$ cat src/rtl/seq_mult_pkg.sv
// Shared types and helpers for the seq_mult_signed iterative multiplier.
package seq_mult_pkg;

  typedef enum logic [1:0] {
    IDLE = 2'd0,
    RUN  = 2'd1,
    DONE = 2'd2
  } state_e;

  // Width needed to index 0..n-1, never less than one bit.
  function automatic int clog2_min1(input int n);
    int r;
    r = 0;
    while ((1 << r) < n) r++;
    return (r < 1) ? 1 : r;
  endfunction

endpackage

$ cat src/rtl/seq_mult_iter_counter.sv
// Iteration index for seq_mult_signed: walks 0..B_WIDTH-1 and flags the last step.
module seq_mult_iter_counter
  import seq_mult_pkg::*;
#(
  parameter  int B_WIDTH = 8,
  localparam int CNT_W   = clog2_min1(B_WIDTH)
) (
  input  logic             clk,
  input  logic             reset,
  input  logic             clear,
  input  logic             enable,
  input  logic             load,
  output logic [CNT_W-1:0] index,
  output logic             last_iter
);

  logic [CNT_W-1:0] idx_q, idx_d;

  // NOTE: combinational blocks assign a default first so no path can infer a latch.
  always_comb begin
    idx_d = idx_q;
    if (clear || load) idx_d = '0;
    else if (enable)   idx_d = idx_q + 1'b1;
  end

  // NOTE: reset is synchronous and active-low; it is just the highest-priority branch at the edge.
  always_ff @(posedge clk) begin
    if (!reset) idx_q <= '0;
    else        idx_q <= idx_d;
  end

  assign index     = idx_q;
  assign last_iter = (idx_q == CNT_W'(B_WIDTH - 1));

endmodule

$ cat src/rtl/seq_mult_signed.sv
// Iterative shift-add multiplier, one multiplier bit per clock, signed or unsigned at runtime.
// Define SEQ_MULT_EARLY_TERM_EN to finish as soon as the remaining multiplier bits are all zero.
module seq_mult_signed
  import seq_mult_pkg::*;
#(
  parameter  int A_WIDTH = 8,
  parameter  int B_WIDTH = 8,
  localparam int P_WIDTH = A_WIDTH + B_WIDTH
) (
  input  logic               clk,
  input  logic               reset,
  input  logic               start,
  input  logic               signed_mode,
  input  logic               sync_clear,
  input  logic [A_WIDTH-1:0] data_in_a,
  input  logic [B_WIDTH-1:0] data_in_b,
  output logic               busy,
  output logic               ready,
  output logic [P_WIDTH-1:0] product
);

  localparam int CNT_W = clog2_min1(B_WIDTH);

  state_e             state_q;
  logic [P_WIDTH-1:0] acc_q, acc_d;
  logic [P_WIDTH-1:0] a_sh_q;
  logic [P_WIDTH-1:0] product_q;
  logic [B_WIDTH-1:0] b_q;
  logic               mode_q;
  logic               busy_q;
  logic               ready_q;

  logic [CNT_W-1:0]   iter_idx;
  logic               iter_last;
  logic               accept;
  logic               run_en;
  logic               bit_cur;
  logic               sub_now;
  logic               finish_run;

  // A start arriving while the ready pulse is still up is deliberately dropped.
  assign accept  = (state_q == IDLE) && start && !ready_q;
  assign run_en  = (state_q == RUN);
  assign bit_cur = b_q[iter_idx];
  assign sub_now = mode_q && iter_last;

  seq_mult_iter_counter #(
    .B_WIDTH (B_WIDTH)
  ) u_iter_counter (
    .clk       (clk),
    .reset     (reset),
    .clear     (sync_clear),
    .enable    (run_en),
    .load      (accept),
    .index     (iter_idx),
    .last_iter (iter_last)
  );

  // The multiplier's sign bit carries weight -2^(B_WIDTH-1), hence the subtract on the last step.
  always_comb begin
    acc_d = acc_q;
    if (bit_cur) acc_d = sub_now ? (acc_q - a_sh_q) : (acc_q + a_sh_q);
  end

`ifdef SEQ_MULT_EARLY_TERM_EN
  logic upper_zero;
  assign upper_zero = ((b_q >> iter_idx) == '0);
  assign finish_run = iter_last || upper_zero;
`else
  assign finish_run = iter_last;
`endif

  // NOTE: every register here is updated with non-blocking assignments so all state moves on the same edge.
  always_ff @(posedge clk) begin
    if (!reset) begin
      state_q   <= IDLE;
      acc_q     <= '0;
      a_sh_q    <= '0;
      product_q <= '0;
      b_q       <= '0;
      mode_q    <= 1'b0;
      busy_q    <= 1'b0;
      ready_q   <= 1'b0;
    end else if (sync_clear) begin
      state_q   <= IDLE;
      acc_q     <= '0;
      product_q <= '0;
      busy_q    <= 1'b0;
      ready_q   <= 1'b0;
    end else begin
      case (state_q)
        IDLE: begin
          ready_q <= 1'b0;
          if (accept) begin
            a_sh_q  <= signed_mode ? {{B_WIDTH{data_in_a[A_WIDTH-1]}}, data_in_a}
                                   : {{B_WIDTH{1'b0}}, data_in_a};
            b_q     <= data_in_b;
            mode_q  <= signed_mode;
            acc_q   <= '0;
            busy_q  <= 1'b1;
            state_q <= RUN;
          end
        end
        RUN: begin
          acc_q  <= acc_d;
          a_sh_q <= a_sh_q << 1;
          if (finish_run) begin
            busy_q  <= 1'b0;
            state_q <= DONE;
          end
        end
        DONE: begin
          product_q <= acc_q;
          ready_q   <= 1'b1;
          state_q   <= IDLE;
        end
        default: state_q <= IDLE;
      endcase
    end
  end

  assign busy    = busy_q;
  assign ready   = ready_q;
  assign product = product_q;

endmodule
$ cat config.mk
export PLATFORM = sky130hd
export DESIGN_NAME = seq_mult_signed
export DESIGN_NICKNAME = d
export VERILOG_FILES = /design/src/rtl/seq_mult_pkg.sv /design/src/rtl/seq_mult_iter_counter.sv /design/src/rtl/seq_mult_signed.sv
export SDC_FILE = /design/constraint.sdc
export NUM_CORES = 1
export LEC_CHECK = 0
export ABC_AREA = 1
export ABC_CLOCK_PERIOD_IN_PS = 6100
export CAP_MARGIN = 20
export CORE_MARGIN = 2
export CORE_UTILIZATION = 61
export CTS_CLUSTER_DIAMETER = 40
export DETAILED_ROUTE_END_ITERATION = 16
export PLACE_DENSITY = 0.87
export SKIP_LAST_GASP = 1
export SYNTH_ARGS = -nofsm -noshare
export SYNTH_HDL_FRONTEND = slang
export SYNTH_SLANG_ARGS = --single-unit
export TNS_END_PERCENT = 30
$ cat constraint.sdc
create_clock -name clk -period 6.1 [get_ports clk]
set_input_delay 1.22 -clock clk [delete_from_list [all_inputs] [get_ports clk]]
set_output_delay 1.22 -clock clk [all_outputs]
set_load 0.01 [all_outputs]
## Yosys cells after proc, flatten, opt, wreduce, memory -nomap -nowiden

Index checks and enable logic that the tools add are counted.

| storage, ports and cells | value |
|---|---|
| bits in registers | 64 |
| word-level logic and storage cells | 52 |

| cells by class | value |
|---|---|
| eq/ne operators | 6 |
| $lt $le $gt $ge | 1 |
| reductions and logical operators | 15 |
| $add $sub $neg | 3 |
| mux-type cells | 16 |
| bitwise logic cells | 2 |

Operators with widths:

| operator | number |
|---|---|
| $mux W16 | 5 |
| $pmux W16 S2 | 2 |
| $add A16 B16 Y16 | 1 |
| $sub A16 B16 Y16 | 1 |
| $reduce_and A3 Y1 | 4 |
| $lt A3 B4 Y1 const B | 1 |
| $mux W2 | 2 |
| $ne A2 B1 Y1 const B | 2 |
| $pmux W1 S2 | 2 |
| $pmux W2 S2 | 1 |
| $reduce_bool A2 Y1 | 2 |
| $reduce_or A2 Y1 | 2 |
| $add A3 B1 Y3 const B | 1 |
| $bmux W1 S3 | 1 |
| $eq A3 B3 Y1 const B | 1 |
| $logic_and A1 B1 Y1 | 3 |
| $mux W1 | 3 |
| $eq A2 B1 Y1 const B | 1 |
| $eq A2 B2 Y1 const B | 1 |
| $logic_not A2 Y1 | 1 |
| $ne A2 B2 Y1 const B | 1 |
| $not A1 Y1 | 2 |
| $reduce_and A2 Y1 | 1 |
| $logic_not A1 Y1 | 1 |
| $logic_or A1 B1 Y1 | 1 |

## Longest topological paths before layout

Gate-level depths: netlist of run 1.

| logic depth | value |
|---|---|
| depth after elaboration | 5 |
| depth in mapped cells | 22 |

## Hierarchy

Synthesis of run 1 repeated with hierarchy kept, for this count alone.

| unflattened totals | value |
|---|---|
| cell total of the unflattened synthesis | 547 |
| area total of the unflattened synthesis | 3,843.7 µm² |

By module, submodules not included:

| module | cells each | times used | area an instance (µm²) |
|---|---|---|---|
| seq_mult_signed | 522 | 1 | 3,683.5 |
| seq_mult_iter_counter | 25 | 1 | 160.2 |

## Worst setup path before layout of run 1

No wires, ideal clock.

| timing path | value |
|---|---|
| kind | register -> register |
| from | register u_iter_counter.idx_q[0], in the netlist u_iter_counter.index[0] |
| to | register acc_q[11] |
| path slack | 3.469 ns |
| cell stages (with the launch flop) | 18 |
| arrival time | 2.499 ns |
| cell sequence | dfxtp_1 ha_1 ha_1 nand2_1 clkbuf_1 nand2_1 o21ai_0 xor2_1 inv_1 ha_1 nand2_1 inv_1 a21oi_1 nand2_1 a21oi_1 nand2_1 nand3_1 a21oi_1 |

| on the way | value |
|---|---|
| word-level cells in the longest chain between the ends | 5 |

RTL lines:

| what | line | RTL |
|---|---|---|
| start: declaration | seq_mult_iter_counter.sv:17 | `logic [CNT_W-1:0] idx_q, idx_d;` |
| start signal: assignment | seq_mult_iter_counter.sv:29 | `else idx_q <= idx_d;` |
| branches (longest 5 deep; another with $bmux W1 S3) | -- |  |
| end signal: assignment | seq_mult_signed.sv:77 | `acc_q <= '0;` |
| end signal: assignment | seq_mult_signed.sv:99 | `acc_q <= '0;` |
| end signal: assignment | seq_mult_signed.sv:105 | `acc_q <= acc_d;` |
| end: declaration | seq_mult_signed.sv:25 | `logic [P_WIDTH-1:0] acc_q, acc_d;` |

Parallel ways; which one is timed is not known. The select of a mux whose other input is x is not followed.
A chain may end at the register's enable or synchronous reset.

## Worst setup path in the final report of run 1

Same ends and word-level chain as after synthesis.

==> results.json, run 1 <==
{
  "htreeDepth": 3,
  "hold_viol": 0,
  "coreArea_um2": 5850,
  "synth_area_leaders": "dfxtp_1 (35%), nand2_1 (13%), a21oi_1 (7.4%)",
  "crit_path_start_kind": "flop",
  "start_util_pct": 62.7,
  "grt_use_total_pct": 27.1,
  "cp-end-kind": "flop",
  "postCtsHoldBufs": 0,
  "grt_overflow": 0,
  "synth-seq-area-share_pct": 34.9,
  "rsz0062_at_grt": "no",
  "vias_per_cell": 5.46,
  "drt_wl_total_um": 8420,
  "post-place-ws_ns": 2.67,
  "synth_top_area_share_pct": 34.9,
  "ys_types": 36,
  "setup_viol": 0,
  "min_path_type": "reg -> reg",
  "outcome": "completed",
  "syn2layout_area_growth_pct": 15.1,
  "worstPathArrival_ns": 3.46,
  "post_cts_buffers": 0,
  "ys.flop_type": "dfxtp_1",
  "cp_max_fo": 11,
  "max-slew-margin-rel_pct": 43.6,
  "fmax_ghz": 0.307,
  "synthCells": 545,
  "die_x_um": 81.6,
  "clock_path_buffers": 2,
  "vdd_drop_max_v": 0.000155,
  "cts_resized": 0,
  "clk_pin_slew_ns": 0.07,
  "layout_commonest_cell": "nand2_1",
  "required_ns": 6.31,
  "period_needed_ns": 3.25,
  "drc": 0,
  "clk_root_buffer_cell": "clkbuf_8",
  "grt_pass1_wl_um": 13800,
  "firstDrtPassIters": 5,
  "tightest_slew_ns": 0.843,
  "drt-wirelength-per-cell_um": 12.9,
  "critPathKind": "reg -> reg",
  "ys_ff_latch": 64,
  "grt_antenna_before_repair": 0,
  "final_cell_mix": "nand2_1 (127), nor2_1 (65), dfxtp_1 (64)",
  "hpwl_um": 6400,
  "num_io_pins": 39,
  "clkSinkCount": 64,
  "power.leakage_uw": 0.00188,
  "io_buffers": 38,
  "dr.first_iter.drc_count": 203,
  "numCtsBuffers": 9,
  "num_vias": 3579,
  "yosys_warnings": 0,
  "rows": 28,
  "finalCritPeriodShare_pct": 53.3,
  "finClkSkew_ns": 0.0107,
  "nFillCells": 486,
  "power-per-cell-area_nw_per_um2": 251,
  "grt_pass1_vias": 3225,
  "cts_tree": "done",
  "utilization_pct": 72.2,
  "die_area_um2": 6650,
  "gp_congestion": 0.952,
  "die_h_um": 81.6,
  "setup_tns_ns": 0,
  "final_nets": 616,
  "async_reset_ff_share_pct": 0,
  "worstSkewPairLatency_ns": 0.35,
  "antenna_left": 0,
  "synth_top_area_cell": "dfxtp_1",
  "netlist_area_um2": 3670,
  "cap_violations": 0,
  "synth_nets": 585,
  "antenna_cells": 0,
  "drive_above_1_share_pct": 5.52,
  "drv_slew": 0,
  "synth-edff-count": 0,
  "grt_max_degree": 23,
  "syn_avg_cell_area_um2": 6.73,
  "setup_ws_ns": 2.85
}
==> final timing paths <==
path | slack (ns) | from | cells after the start | to
setup / recovery | 2.85 | u_iter_counter.index[0] | 16 | acc_q[11]
hold / removal | 0.46 | b_q[4] | 2 | b_q[4]
setup reg to reg | 2.85 | u_iter_counter.index[0] | 16 | acc_q[11]
hold reg to reg | 0.46 | b_q[4] | 2 | b_q[4]
==> cells in the mapped netlist, drive strengths merged (9+ instances only) <==
master,number
clkbuf,10
dfxtp,64
nand3,36
a21oi,56
nand2,130
xor2,12
o21ai,53
inv,53
nor2,67
ha,18
buf,9
a31oi,12
==> cell families (layout without fill, tap and decap cells) <==
kind of cell / after synthesis / count (layout) / synth area share (%)
AO/OA/AOI/OAI: 125 / 125 / 18.3
flip-flops: 64 / 64 / 34.9
AND/OR/NAND/NOR: 249 / 249 / 28.3
adder cells (fa/ha/maj): 19 / 19 / 6.68
XOR/XNOR: 15 / 15 / 3.58
buffers and inverters: 73 / 108 / 8.22
==> area by class of cell <==
| cell class | count | area [µm²] | area share [%] |
|---|---|---|---|
| Clock inverter | 3 | 17.5 | 0.415 |
| Timing Repair Buffer | 39 | 388 | 9.18 |
| Sequential cell | 64 | 1280 | 30.3 |
| Inverter | 54 | 203 | 4.80 |
| Multi-Input combinational cell | 408 | 2090 | 49.4 |
| Tap cell | 75 | 93.8 | 2.22 |
| Clock buffer | 12 | 155 | 3.67 |
==> where the power goes <==
group          switching [µW]  internal [µW]
registers                19.8            436
logic                     175            106
clock network             158            166
==> metal layers <==
layer	vias to the layer above	part of all wire (%)	track usage (%)
met5	-	0	0
met4	0	2.6	12.7
met3	18	5.2	4.29
met2	117	46	45.5
met1	1593	46	33.9
li1	1851	-	-
==> critical path: stages (launching register included) <==
cell and delay [ns]:
dfxtp_1 0.38, ha_1 0.23, ha_1 0.20, nand2_1 0.28
clkinv_1 0.32, o21ai_0 0.29, xor2_1 0.16, inv_1 0.06
ha_1 0.34, nand2_1 0.13, inv_1 0.05, a21oi_1 0.18
nand2_1 0.13, a21oi_1 0.14, nand2_1 0.06, nand3_1 0.09
a21oi_1 0.07
==> sequential cells by signal, summed over array words and instances (netlist names) <==
register              count
a_sh_q                   16
acc_q                    16
b_q                       8
busy                      1
mode_q                    1
product                  16
ready                     1
state_q                   2
u_iter_counter.index      3
==> metrics by stage <==
step	total power [µW]	area [µm²]	cells	hold WS (ns)
2_1_floorplan	675	3670	545	0.439
3_3_place_gp	730	4040	639	0.451
3_5_place_dp	741	4050	640	0.456
4_1_cts	1060	4220	655	0.469
5_1_grt	1120	4220	655	0.483
6_report	1060	4220	655	0.465
Power figures use the tool's default switching activity.
==> run 2, diff against run 1 <==
Settings changed: ABC_CLOCK_PERIOD_IN_PS 6100 to 2800, CORE_UTILIZATION 61 to 51, PLACE_DENSITY 0.87 to 0.78.
Clock period 6.1 ns to 2.8 ns, I/O delays scaled along.
==> run 2 against run 1 <==
Critical path type unchanged; worst hold slack improved by 0.00072 ns; via count up 2.8%; critical endpoint is now acc_q[13]; setup slack got worse by 2.8 ns; global-route usage fell by 3.2 points; clock skew shrank 0.00062 ns.
==> results.json, run 2 (synthesized netlist as in run 1, its figures left out) <==
{
  "coreArea_um2": 6870,
  "clk_root_buffer_cell": "clkbuf_8",
  "critPathKind": "reg -> reg",
  "worstSkewPairLatency_ns": 0.35,
  "swShare_pct": 35.1,
  "max-slew-margin-rel_pct": 58.3,
  "seq_area_um2": 1280,
  "crit_path_top_delay_cell": "ha_1",
  "cap_violations": 0,
  "place_inst": 671,
  "place_area_um2": 4150,
  "drive_above_1_share_pct": 13.4,
  "start_util_pct": 53.4,
  "crit_path_start_kind": "flop",
  "grt_max_degree": 23,
  "antenna_left": 0,
  "hpwl_um": 6400,
  "clock_path_buffers": 2,
  "drc": 0,
  "intPower_uw": 1560,
  "crit_chain": "inv_2, ha_4, inv_2, nor3_4, nand3b_1, nor3_2, a21oi_2, xor2_1, ha_1, a21oi_1, o21bai_1, a21oi_2, nand2_1, nand2_1, nand3_1, a21oi_1",
  "clk_pin_slew_ns": 0.07,
  "rows": 30,
  "drt_wl_total_um": 9020,
  "syn2layout_area_growth_pct": 23.0,
  "finClkSkew_ns": 0.0101,
  "seqPwrFrac_pct": 41.4,
  "grt_pass1_wl_um": 14700,
  "grt_pass1_vias": 3362,
  "p_sw_uw": 842,
  "min_path_type": "reg -> reg",
  "critPathBufInv": 2,
  "comb_power_share_pct": 30.9,
  "period_needed_ns": 2.72,
  "power.leakage_uw": 0.00198,
  "clkSinkCount": 64,
  "cts_tree": "done",
  "power-per-cell-area_nw_per_um2": 533,
  "finalInstanceArea_um2": 4510,
  "dr.first_iter.drc_count": 215,
  "grt_overflow": 0,
  "setup_viol": 0,
  "final_cell_mix": "nand2_1 (121), nor2_1 (64), dfxtp_1 (62)",
  "numCtsBuffers": 9,
  "required_ns": 3.07,
  "gp_congestion": 0.954,
  "multiInputGateArea_um2": 2240,
  "tightest_slew_ns": 0.626,
  "grt_use_total_pct": 23.8,
  "htreeDepth": 3,
  "layout_commonest_cell": "nand2_1",
  "pwr-share-clk_pct": 27.7,
  "firstDrtPassIters": 4,
  "finalCritPeriodShare_pct": 97.0,
  "vias_per_cell": 5.32,
  "die_area_um2": 7890,
  "fmax_ghz": 0.368,
  "grt_antenna_before_repair": 0,
  "antenna_cells": 0,
  "cp-end-kind": "flop",
  "io_buffers": 38,
  "num_io_pins": 39,
  "die_x_um": 88.8,
  "nFillCells": 612,
  "finish.cell_count_without_fillers": 692,
  "cp_top_family": "simple AND/OR/NAND/NOR gates",
  "num_vias": 3678,
  "drv_slew": 0,
  "outcome": "completed",
  "cp_max_fo": 4,
  "max_stage_delay_ns": 0.36,
  "drt-wirelength-per-cell_um": 13.0,
  "worstPathArrival_ns": 2.98,
  "final_nets": 632,
  "die_h_um": 88.8,
  "vdd_drop_max_v": 0.000308,
  "rsz0062_at_grt": "yes",
  "hold_viol": 0
}
run 2: changes by cell type in the layout (fill, tap and decap cells not counted), moves of 4 or more:
| cell | delta |
|---|---|
| inv_2 | +5 |
| inv_1 | -5 |
| nand2_2 | +4 |
| ha_1 | -5 |
| a21oi_2 | +7 |
| nor3_1 | -4 |
| a21oi_1 | -7 |
| buf_4 | +15 |
| ha_4 | +5 |
| nand2_1 | -6 |
run 2: final timing paths:
| path | to | from | cells after the start | slack [ns] |
|---|---|---|---|---|
| max | acc_q[13] | a_sh_q[1] | 16 | 0.08 |
| min | acc_q[0] | acc_q[0] | 2 | 0.47 |
| max reg2reg | acc_q[13] | a_sh_q[1] | 16 | 0.08 |
| min reg2reg | acc_q[0] | acc_q[0] | 2 | 0.47 |
run 2: layout make-up:
| class | count | area share (%) |
|---|---|---|
| clock buffers | 11 | 2.91 |
| clock inverters | 4 | 0.499 |
| inverters | 54 | 4.55 |
| multi-input cells | 408 | 49.6 |
| flip-flops and latches | 64 | 28.5 |
| well taps | 96 | 2.66 |
| repair buffers | 55 | 11.3 |
run 2: power groups by stage:
stage	registers (µW)	clock network [µW]	logic, µW
floorplan	998	0	473
global placement	1010	0	595
detailed placement	1010	0	611
CTS	990	669	622
global route	1000	719	832
finish	994	666	743
run 2: repair_timing:
item                                    in CTS  in global routing
hold buffers                                 0                  0
endpoints found under the setup margin       5                 11
pin swaps                                    0                 14
gates resized for setup                      2                 39
buffers inserted                             0                  6
run 2: per-layer routing:
layer  share of wire [%]  up-vias  global-route usage [%]
met5                   0        -                       0
met4                 3.7        0                    12.8
met3                 4.8       33                    4.85
met2                  45      124                    37.9
met1                  46     1638                    30.4
li1                    -     1883                       -
run 2: metrics by stage:
stage / setup TNS [ns] / power, µW / hold slack [ns] / setup WS, ns / util (%)
global placement: -0.137 / 1600 / 0.450 / -0.0910 / 60.5
global route: -0.578 / 2550 / 0.495 / -0.138 / 65.7
finish: 0 / 2400 / 0.465 / 0.0834 / 65.7
CTS: 0 / 2280 / 0.467 / 0.00905 / 62.8
floorplan: 0 / 1470 / 0.439 / 0.169 / -
detailed placement: -0.414 / 1620 / 0.456 / -0.148 / 60.5
run 2: tightest hold or removal path, delay by kind of cell, from the launching register on:
family	cells	cell delay, ns
flops	1	0.31
simple gates	1	0.06
compound gates	1	0.05
==> patch: new RTL, flow settings as in run 2 <==
The option `SEQ_MULT_EARLY_TERM_EN` is turned on by a define.
--- a/src/rtl/seq_mult_signed.sv
+++ b/src/rtl/seq_mult_signed.sv
@@ -1,4 +1,6 @@
 // Iterative shift-add multiplier, one multiplier bit per clock, signed or unsigned at runtime.
 // Define SEQ_MULT_EARLY_TERM_EN to finish as soon as the remaining multiplier bits are all zero.
+`define SEQ_MULT_EARLY_TERM_EN
+
 module seq_mult_signed
   import seq_mult_pkg::*;
Check against the original RTL: not equivalent (Yosys sat finds a counterexample within 4 cycles, from zero or initial values and one cycle with reset low).
==> patch against run 2 <==
- the flow now finishes with violations (setup timing)
- synthesized area grew 4.9%
- largest cell class unchanged
- worst setup slack lost 0.095 ns
- critical path depth grew 3
- wire length shrank 1.6%
- sequential cell count is the same
- clock skew is essentially flat
- power grew 1.1%
- critical endpoint is now acc_q[15]
- final area grew 2.0%
- hold slack lost 0.024 ns
- first-iteration DRC count shrank 35%
==> patch: results (changes against run 2) <==
| Metric | Value |
|---|---|
| Failing checks | `setup timing` |
| Vias in the first global route | `3375 (+0.39%)` |
| Synth area leaders | `sky130_fd_sc_hd__dfxtp_1, sky130_fd_sc_hd__nand2_1, sky130_fd_sc_hd__a21oi_1` |
| Routed length on met1 | `4340 um (+4.2%)` |
| Dpl cells | `689 (+2.7%)` |
| Instance area after placement | `4290 um^2 (+3.2%)` |
| Power Density | `528 nW/um^2 (-0.85%)` |
| Clock group total power | `0.784 mW (+18%)` |
| Pin count of the biggest net entering global routing | `25 (+8.7%)` |
| Worst Slack Setup Final | `-0.0116 ns (-0.0950 ns)` |
| Worst Setup EP | `acc_q[15]` |
| Wire length per cell after detailed routing | `12.5 um (-4.4%)` |
| Met2 usage | `36.6% (-1.3 points)` |
| Data arrival time of the critical path | `3.09 ns (+0.11 ns)` |
| Post-detail-place hpwl | `6600 um (+3.1%)` |
| Run status | `finished, violations left` |
| Fillers | `689 (+13%)` |
| Number of unique standard cell types used by synthesis | `39 (+8.3%)` |
| Synthesized-area fraction occupied by xor and xnor cells | `3.64% (+0.061 points)` |
| Final worst clock skew | `0.0104 ns (+0.000313 ns)` |
| Most used standard cells in the synthesized netlist | `sky130_fd_sc_hd__nand2_1, sky130_fd_sc_hd__dfxtp_1, sky130_fd_sc_hd__nor2_1, sky130_fd_sc_hd__inv_1, sky130_fd_sc_hd__a21oi_1` |
| Actual transition at the worst max-transition pin | `0.561 ns (-0.0653 ns)` |
| Count of cells along the worst register-to-register path | `19 (+3)` |
| Setup Total Neg Slack | `-0.0116 ns (-0.0116 ns)` |
| Static Leak | `2.02 nW (+2.1%)` |
| Timing startpoint of the critical path | `a_sh_q[0]` |
| First-pass GRT wire length | `15000 um (+1.8%)` |
| GRT Resource Usage Total | `22.0% (-1.9 points)` |
| Crit Path Max Fanout | `5 (+1)` |
| Avg Synthesized Cell Area | `6.82 um^2 (+1.3%)` |
| Compound-gate portion of the synthesized area | `19.6% (+1.4 points)` |
| Arithmetic-cell share of the synthesized area counting full adders, half adders and majority gates | `6.37% (-0.31 points)` |
| Detail Route met2 WL | `4100 um (+0.17%)` |
| Proportion of synthesized chip area in sequential cells | `33.3% (-1.6 points)` |
| Setup violations, final | `1 (+1)` |
| Synthesized Nets | `604 (+3.2%)` |
| Total vias in the final route | `3672 (-0.16%)` |
| IR Drop Worst-Case VDD | `0.000285 V (-7.4%)` |
| Fin Hold WS | `0.442 ns (-0.0235 ns)` |
patch: cell count changes in the layout (fill, tap and decap cells not counted), moves of 7 or more:
cell                      delta
sky130_fd_sc_hd__nand2_2     +7
sky130_fd_sc_hd__inv_1      +10
sky130_fd_sc_hd__o21ai_0    -17
sky130_fd_sc_hd__nor2_1     -11
sky130_fd_sc_hd__o21ai_1    +24
sky130_fd_sc_hd__nand3_1     -9
patch: what timing repair did:
item                                    in CTS  in global routing
setup buffers                                2                  6
hold buffers                                 0                  0
gates resized for setup                      1                 20
endpoints found under the setup margin       3                 12
pin swaps                                    1                 19
patch: layout make-up:
| cell class | count | area, um^2 | share of cell area (%) |
|---|---|---|---|
| multi-input cells | 414 | 2260 | 49.2 |
| clock inverters | 4 | 45.0 | 0.979 |
| inverters | 67 | 251 | 5.46 |
| flip-flops and latches | 64 | 1280 | 27.9 |
| well taps | 99 | 124 | 2.69 |
| repair buffers | 53 | 493 | 10.7 |
| clock buffers | 11 | 141 | 3.07 |
